$ cat src/rtl/if_stage.sv
// ----------------------------------------------------------------------------
// if_stage -- instruction fetch stage
//
// Fetches instruction words from the icache and buffers them in a 2-entry
// FIFO of {pc, inst} for the decode stage. At most one icache request is
// outstanding at a time. A redirect (branch/jump/trap) flushes the FIFO and
// restarts fetch at the new address. If a request is already in flight when
// the redirect arrives, its response is awaited and discarded (DRAIN) before
// the new address is requested.
//
// Ports
//   clk           in   single clock, rising edge
//   rst           in   asynchronous, active-high reset
//   icache_addr   out  [31:0] word-aligned fetch address, stable while req=1
//   icache_req    out  fetch request, held until icache_valid
//   icache_data   in   [31:0] instruction word for the current request
//   icache_valid  in   one-cycle pulse: icache_data is valid
//   redirect      in   flush and restart fetch at redirect_pc
//   redirect_pc   in   [31:0] restart address (bits [1:0] forced to 0)
//   inst_valid    out  inst/inst_pc hold a fetched instruction
//   inst_ready    in   decode accepts inst this cycle
//   inst          out  [31:0] instruction word at FIFO head
//   inst_pc       out  [31:0] address of inst
// ----------------------------------------------------------------------------
module if_stage #(
  parameter logic [31:0] RESET_PC = 32'h0000_0000
) (
  input  logic        clk,
  input  logic        rst,
  output logic [31:0] icache_addr,
  output logic        icache_req,
  input  logic [31:0] icache_data,
  input  logic        icache_valid,
  input  logic        redirect,
  input  logic [31:0] redirect_pc,
  output logic        inst_valid,
  input  logic        inst_ready,
  output logic [31:0] inst,
  output logic [31:0] inst_pc
);

  // IDLE : no request outstanding
  // WAIT : request outstanding, its response will be pushed
  // DRAIN: request outstanding, its response will be dropped (stale)
  typedef enum logic [1:0] {
    S_IDLE  = 2'd0,
    S_WAIT  = 2'd1,
    S_DRAIN = 2'd2
  } state_e;

  typedef struct packed {
    logic [31:0] pc;
    logic [31:0] inst;
  } entry_t;

  state_e      state_q;
  logic [31:0] pc_q;          // next fetch address while IDLE
  logic [31:0] addr_q;        // address of the outstanding request
  logic [31:0] latched_pc_q;  // redirect target held while draining
  logic        req_q;
  logic [1:0]  count_q;
  logic [1:0]  count_d;
  entry_t      fifo_q [2];    // slot 0 is always the head

  logic [31:0] target_pc;
  logic [31:0] next_addr;
  logic        push;
  logic        pop;
  logic        wr_idx;
  entry_t      new_entry;

  assign target_pc = redirect_pc & 32'hFFFF_FFFC;
  assign next_addr = addr_q + 32'd4;  // wraps modulo 2^32

  // A redirect hides the FIFO contents in the same cycle it flushes them,
  // so decode never consumes a wrong-path instruction.
  assign inst_valid = (count_q != 2'd0) && !redirect;
  assign pop        = inst_valid && inst_ready;
  assign push       = (state_q == S_WAIT) && icache_valid && !redirect;
  assign new_entry  = '{pc: addr_q, inst: icache_data};

  // Write slot after the (optional) pop has shifted slot 1 into slot 0.
  assign wr_idx = (count_q == 2'd2) || ((count_q == 2'd1) && !pop);

  // NOTE: every signal assigned in always_comb gets a default first so no
  // latch is inferred on paths that do not assign it.
  always_comb begin
    count_d = count_q;
    if (redirect) begin
      count_d = 2'd0;
    end else if (push && !pop) begin
      count_d = count_q + 2'd1;
    end else if (pop && !push) begin
      count_d = count_q - 2'd1;
    end
  end

  // NOTE: sequential state uses non-blocking assignments only, so every
  // right-hand side below sees pre-edge values regardless of statement order.
  always_ff @(posedge clk or posedge rst) begin
    if (rst) begin
      state_q      <= S_IDLE;
      pc_q         <= RESET_PC;
      addr_q       <= RESET_PC;
      latched_pc_q <= '0;
      req_q        <= 1'b0;
      count_q      <= 2'd0;
      // NOTE: the FIFO storage is reset as well because inst/inst_pc are
      // visible outputs that must read 0 out of reset; a pure data RAM with
      // a valid count would normally be left unreset.
      fifo_q[0]    <= '0;
      fifo_q[1]    <= '0;
    end else begin
      count_q <= count_d;

      // On pop-and-push with one entry, wr_idx is 0 and the later write of
      // new_entry overrides the shift into slot 0.
      if (pop) begin
        fifo_q[0] <= fifo_q[1];
      end
      if (push) begin
        fifo_q[wr_idx] <= new_entry;
      end

      unique case (state_q)
        S_IDLE: begin
          // icache_valid is ignored here: nothing is outstanding.
          if (redirect) begin
            state_q <= S_WAIT;
            addr_q  <= target_pc;
            req_q   <= 1'b1;
          end else if (count_q < 2'd2) begin
            state_q <= S_WAIT;
            addr_q  <= pc_q;
            req_q   <= 1'b1;
          end
        end

        S_WAIT: begin
          if (icache_valid) begin
            if (redirect) begin
              // Response belongs to the old path: drop it, request target.
              addr_q <= target_pc;
            end else if (count_d == 2'd2) begin
              // No room for another response: park the next address.
              state_q <= S_IDLE;
              pc_q    <= next_addr;
              req_q   <= 1'b0;
            end else begin
              addr_q <= next_addr;
            end
          end else if (redirect) begin
            // Request still in flight: keep it stable and drain its response.
            latched_pc_q <= target_pc;
            state_q      <= S_DRAIN;
          end
        end

        S_DRAIN: begin
          if (icache_valid) begin
            state_q <= S_WAIT;
            addr_q  <= redirect ? target_pc : latched_pc_q;
          end else if (redirect) begin
            latched_pc_q <= target_pc;  // latest redirect wins
          end
        end

        default: begin
          state_q <= S_IDLE;
          req_q   <= 1'b0;
        end
      endcase
    end
  end

  assign icache_addr = addr_q;
  assign icache_req  = req_q;
  assign inst        = fifo_q[0].inst;
  assign inst_pc     = fifo_q[0].pc;

endmodule

$ cat config.mk
export PLATFORM = sky130hd
export DESIGN_NAME = if_stage
export DESIGN_NICKNAME = d
export VERILOG_FILES = /design/src/rtl/if_stage.sv
export SDC_FILE = /design/constraint.sdc
export NUM_CORES = 1
export LEC_CHECK = 0
export BUFFER_PORTS_ARGS = -buffer_cell sky130_fd_sc_hd__buf_2
export CORE_MARGIN = 5
export CORE_UTILIZATION = 52
export CTS_CLUSTER_SIZE = 25
export DETAILED_ROUTE_END_ITERATION = 16
export PLACE_DENSITY = 0.81
export SYNTH_ARGS = -nofsm -noshare
export SYNTH_HDL_FRONTEND = slang
export SYNTH_SLANG_ARGS = --single-unit
$ cat constraint.sdc
create_clock -name clk -period 6.1 [get_ports clk]
set_clock_uncertainty 0.05 [all_clocks]
set_input_delay 0.305 -clock clk [delete_from_list [all_inputs] [get_ports clk]]
set_output_delay 0.305 -clock clk [all_outputs]
set_load 0.02 [all_outputs]
=== Yosys cells after proc, flatten, opt, wreduce, memory -nomap -nowiden ===
Index checks and enable logic that the tools add are counted.

* Output and inout port bits: 98
* Bits in registers: 229
* Word-level logic and storage cells: 85

* Reduce and logical (&&, ||, !) cells: 21
* Eq/ne operators: 14
* Add/subtract/negate cells: 3
* Mux-type cells: 30
* Bitwise operators: 4
* $lt $le $gt $ge: 3

{| class="wikitable"
|+ Operators with widths
! kind !! number
|-
| $mux 32 || 7
|-
| $bwmux 128 || 1
|-
| $mux 128 || 1
|-
| $mux 64 || 2
|-
| $pmux 32 s3 || 1
|-
| $demux 64 s1 || 1
|-
| $add 32x3->32 const B || 1
|-
| $mux 2 || 10
|-
| $reduce_and 5->1 || 3
|-
| $ne 3x3->1 const B || 4
|-
| $logic_and 1x1->1 || 8
|-
| $eq 2x2->1 const B || 3
|-
| $ne 2x2->1 const B || 3
|-
| $pmux 2 s3 || 1
|-
| $mux 1 || 5
|-
| $eq 2x1->1 const B || 2
|-
| $reduce_and 4->1 || 1
|-
| $logic_not 1->1 || 3
|-
| $ne 3x2->1 const B || 1
|-
| $not 1->1 || 3
|-
| $pmux 1 s3 || 1
|-
| $reduce_bool 3->1 || 1
|-
| $add 2x1->2 const B || 1
|-
| $ge 2x2->1 const B || 1
|-
| other kinds (10) || 10
|}

=== Depth between registers and ports, before layout ===
* Word-level depth: 13
* Mapped depth: 11

=== Worst setup path before layout ===
No wires, ideal clock.

* Path kind: reg2reg
* From: register count_q[0]
* To: register addr_q[31], in the netlist icache_addr[31]
* Cell stages (with the launch flop): 9
* Setup slack: 3877 ps
* Buffers on the path: 1
* Data arrival time: 2046 ps
* Setup time: 126 ps
* Required time: 5924 ps
* Path through: dfrtp_1 inv_1 ha_1 nand2b_1 and3_1 o211ai_2 o311ai_4 buf_4 a221o_1

* Longest elaborated chain between the ends: 10
* Elaborated cells between the ends (all ways): 16
* Classes of those cells: add/sub (2); order compare (1); eq/ne (3); mux (3); reduce/logical (7)

{| class="wikitable"
|+ RTL lines
! item !! line !! RTL
|-
| start: declaration || 61 || <nowiki>logic [1:0] count_q;</nowiki>
|-
| start signal: assignment || 114 || <nowiki>count_q <= count_d;</nowiki>
|-
| $reduce_bool 2->1 || 77 || <nowiki>assign inst_valid = (count_q != 2'd0) && !redirect;</nowiki>
|-
| $logic_and 1x1->1 || 77 ||
|-
| $logic_and 1x1->1 || 78 || <nowiki>assign pop = inst_valid && inst_ready;</nowiki>
|-
| $logic_and 1x1->1 or $logic_not 1->1 (tied branches) || 93, 91 ||
|-
| $mux 2 or $logic_and 1x1->1 (tied branches) || 93, 91 ||
|-
| $mux 2 || 91 || <nowiki>end else if (push && !pop) begin</nowiki>
|-
| $mux 2 || 89 || <nowiki>if (redirect) begin</nowiki>
|-
| $eq 2x2->1 || 144 || <nowiki>end else if (count_d == 2'd2) begin</nowiki>
|-
| $ne 3x3->1 (no line) || -- ||
|-
| $reduce_and 5->1 (no line) (*) || -- ||
|-
| end signal: assignment || 143 || <nowiki>addr_q <= target_pc;</nowiki>
|-
| end signal: assignment || 150 || <nowiki>addr_q <= next_addr;</nowiki>
|-
| end signal: assignment || 162 || <nowiki>addr_q <= redirect ? target_pc : latched_pc_q;</nowiki>
|-
| end: declaration || 58 || <nowiki>logic [31:0] addr_q;</nowiki>
|}

Mark *: on every way between the ends. The rest lies on a longest branch, timed or not.
A chain may end at the register's enable or synchronous reset.

==> metrics.csv <==
metric;value;unit
async set-or-reset flop fraction in the synthesized netlist;100;%
worst min-delay path class;input port to flip-flop;
drt drc;0;
number of buffers inserted to repair setup after CTS;0;
fraction of power spent switching nets;38.4;%
result of the run;complete, no violations;
antenna violations before repair;1;
total nets after synthesis;1241;
startpoint-to-endpoint class of the critical path;flip-flop to flip-flop;
drt first-iter violations;810;
Synth Warn #;0;
most used flip-flop cell after synthesis;sky130_fd_sc_hd__dfrtp_1;
number of buffers added by the clock tree synthesis step;25;
Total Routing Usage GR;21.8;%
starting utilization of the core area;52.7;%
Internal Power;4.27;mW
unrepaired setup endpoints after global routing;no;
capturing element type of the critical path;flip-flop;
power share of the clock group;23.2;%
Post-layout nets;1352;
height of the die;161;um
minimum hold slack;0.00953;ns
power dissipated by switching net loads;2.66;mW
post-DP HPWL;17200;um
cell accounting for the most synthesized area;sky130_fd_sc_hd__dfrtp_1;
endpoint required time on the critical path;6.45;ns
final slew viol count;0;
CORE AREA;22600;um2
total number of vias;9009;
H-tree Lvls;1;
power density relative to cell area;503;nW/um2
root cell of the clock tree;sky130_fd_sc_hd__clkbuf_16;
type of element launching the critical path;flip-flop;
Design Power;6.93;mW
global placer's final weighted congestion;0.811;
fraction of final layout cells with drive strength greater than 1;26.3;%
final worst path period share;57.2;%
number of resized instances in the post-cts repair step;0;
count of antenna-violating nets left after detailed routing;0;
Clock Tree Buf Depth;3;
most numerous cell types in the synthesized netlist;sky130_fd_sc_hd__dfrtp_1, sky130_fd_sc_hd__nand2_1, sky130_fd_sc_hd__o21ai_0, sky130_fd_sc_hd__mux2_2, sky130_fd_sc_hd__buf_4;
Max Clk Rate;0.287;GHz
number of flops mapped to enable cells by yosys;0;
arrival time at the worst endpoint;3.83;ns
die width;161;um
via density per instance;5.71;
minimum setup slack after placement;2.45;ns
fin crit period;3.49;ns
Hold-fix buffers, CTS;55;
setup total negative slack;0;ns
CTS clock-pin slew for the worst setup and hold paths;0.06;ns
multi-input gate area in the final layout;5280;um2
number of cells on the worst hold path;2;
number of cells on the worst reg-to-reg path;8;
via count of the first global-routing pass;9150;
mean routed wirelength per cell;18.3;um
clock sinks;229;
number of primary I/O pins;167;
Layout fillers;1796;
number of I/O port buffers;164;
synthesized area per cell;10.3;um2
Flop pwr share;38.8;%
Area contributors post-synth;sky130_fd_sc_hd__dfrtp_1, sky130_fd_sc_hd__mux2_2, sky130_fd_sc_hd__o21ai_0, sky130_fd_sc_hd__mux2i_1, sky130_fd_sc_hd__nand2_1;
clock latency reported for the late side of the worst-skew pair;0.52;ns
number of violations of the max-capacitance limit;0;
first-pass GRT wire length;47300;um
First-pass DRT Iterations;5;
die area;26100;um2
Seq/Total Area, Yosys;48.0;%
utilization of the core after routing;60.9;%
clock tree from TritonCTS;done;
synthesized instance count;1163;
final count of hold timing violations;0;
Total Routed Length;28900;um
maximum resistive drop on vdd;303;uV
Storage cell area;5730;um2
placement row count;55;
top cell type's share of synthesized area;48.0;%
mapped cell area;11900;um2
FF+latch count, synth;229;
maximum fanout encountered on the critical timing path;53;
sum of overflow across all layers after global routing;0;
area growth from synthesis to final layout;15.6;%
pin count of the biggest net entering global routing;120;
power share of the combinational group;38.0;%
post-layout worst setup margin;2.61;ns
number of setup violations in the final report;0;
most frequent cell after synthesis;sky130_fd_sc_hd__dfrtp_1;
standby leakage power;6.59;nW
worst slew pin tran;0.996;ns
library cells used by synthesis;61;
headroom to the max-slew limit;33.6;%
-- path summary, 6_finish.rpt --
check                               start              end  slack, ns
setup / recovery               count_q[0]        flip-flop       2.61
hold / removal             redirect_pc[4]  latched_pc_q[4]       0.01
setup reg to reg               count_q[0]        flip-flop       2.61
hold reg to reg                   pc_q[6]          pc_q[6]       0.43
max in group asynchronous             rst  latched_pc_q[8]       4.11
min in group asynchronous             rst          inst[8]       0.28
-- worst max-delay path, stage by stage, from the launching register on --
cell and delay [ns]:
sky130_fd_sc_hd__dfrtp_1 0.48, sky130_fd_sc_hd__inv_1 0.14, sky130_fd_sc_hd__ha_1 0.25, sky130_fd_sc_hd__nor2_4 0.06, sky130_fd_sc_hd__nand2_4 0.41, sky130_fd_sc_hd__a21oi_2 0.15
sky130_fd_sc_hd__nor3_4 0.61, sky130_fd_sc_hd__buf_4 0.72, sky130_fd_sc_hd__mux2_2 0.43
-- cell families after synthesis --
logic type / share of synthesized area, %
simple gates: 12.0
compound gates: 13.5
flops: 48.0
mux: 15.5
buf+inv: 7.81
xor+xnor: 2.13
fa+ha+maj: 0.944
-- power groups by stage --
stage / clock network, mW / logic (mW) / registers, mW
final: 1.61 / 2.64 / 2.69
after global routing: 1.70 / 2.91 / 2.78
after CTS: 1.63 / 2.64 / 2.67
after global placement: 0 / 2.50 / 2.66
after floorplan: 0 / 2.18 / 2.61
after detailed placement: 0 / 2.60 / 2.69
-- per-layer routing --
layer  vias up  track usage (%)  share of wire (%)
li1       4232                -                  -
met1      4429             28.9                 43
met2       298             36.9                 49
met3        48             4.54                6.7
met4         2             5.39                1.8
met5         -                0              0.045
-- stage by stage --
step           cell area (um2)  instances
2_1_floorplan            11900       1163
3_3_place_gp             12400       1477
3_5_place_dp             12400       1477
4_1_cts                  13800       1576
5_1_grt                  13800       1576
6_report                 13800       1577
-- layout by cell type (no fill, tap or decap), types with 5 or more instances in the layout --
master	instances
sky130_fd_sc_hd__nand2b_1	6
sky130_fd_sc_hd__a31oi_1	5
sky130_fd_sc_hd__nand2_1	157
sky130_fd_sc_hd__nor2b_1	14
sky130_fd_sc_hd__a21oi_1	35
sky130_fd_sc_hd__mux2_2	102
sky130_fd_sc_hd__a221oi_1	7
sky130_fd_sc_hd__and2_1	18
sky130_fd_sc_hd__a22o_1	7
sky130_fd_sc_hd__o31ai_1	18
sky130_fd_sc_hd__nand3_1	20
sky130_fd_sc_hd__nor2_1	29
sky130_fd_sc_hd__o31a_1	5
sky130_fd_sc_hd__o21ai_0	139
sky130_fd_sc_hd__inv_1	12
sky130_fd_sc_hd__a211oi_1	13
sky130_fd_sc_hd__mux2i_1	66
sky130_fd_sc_hd__dlygate4sd3_1	55
sky130_fd_sc_hd__ha_1	8
sky130_fd_sc_hd__and4_1	7
sky130_fd_sc_hd__clkbuf_8	6
sky130_fd_sc_hd__dfrtp_1	229
sky130_fd_sc_hd__nor3_1	12
sky130_fd_sc_hd__o2111ai_1	5
sky130_fd_sc_hd__nand4_1	7
sky130_fd_sc_hd__and3_1	10
sky130_fd_sc_hd__buf_2	164
sky130_fd_sc_hd__buf_4	13
sky130_fd_sc_hd__xnor2_1	17
sky130_fd_sc_hd__xor2_1	12
sky130_fd_sc_hd__a21o_1	13
sky130_fd_sc_hd__clkbuf_16	25
-- cell type report --
type                       count  area share, %
multi-input combinational    772           38.3
clock buffer                  33           5.19
tap                          285           2.59
sequential                   229           41.5
timing repair buffer         233           10.8
clock inverter                11           1.18
inverter                      13          0.381
antenna                        1         0.0181
Note: power is estimated with default switching activity, not from simulation.
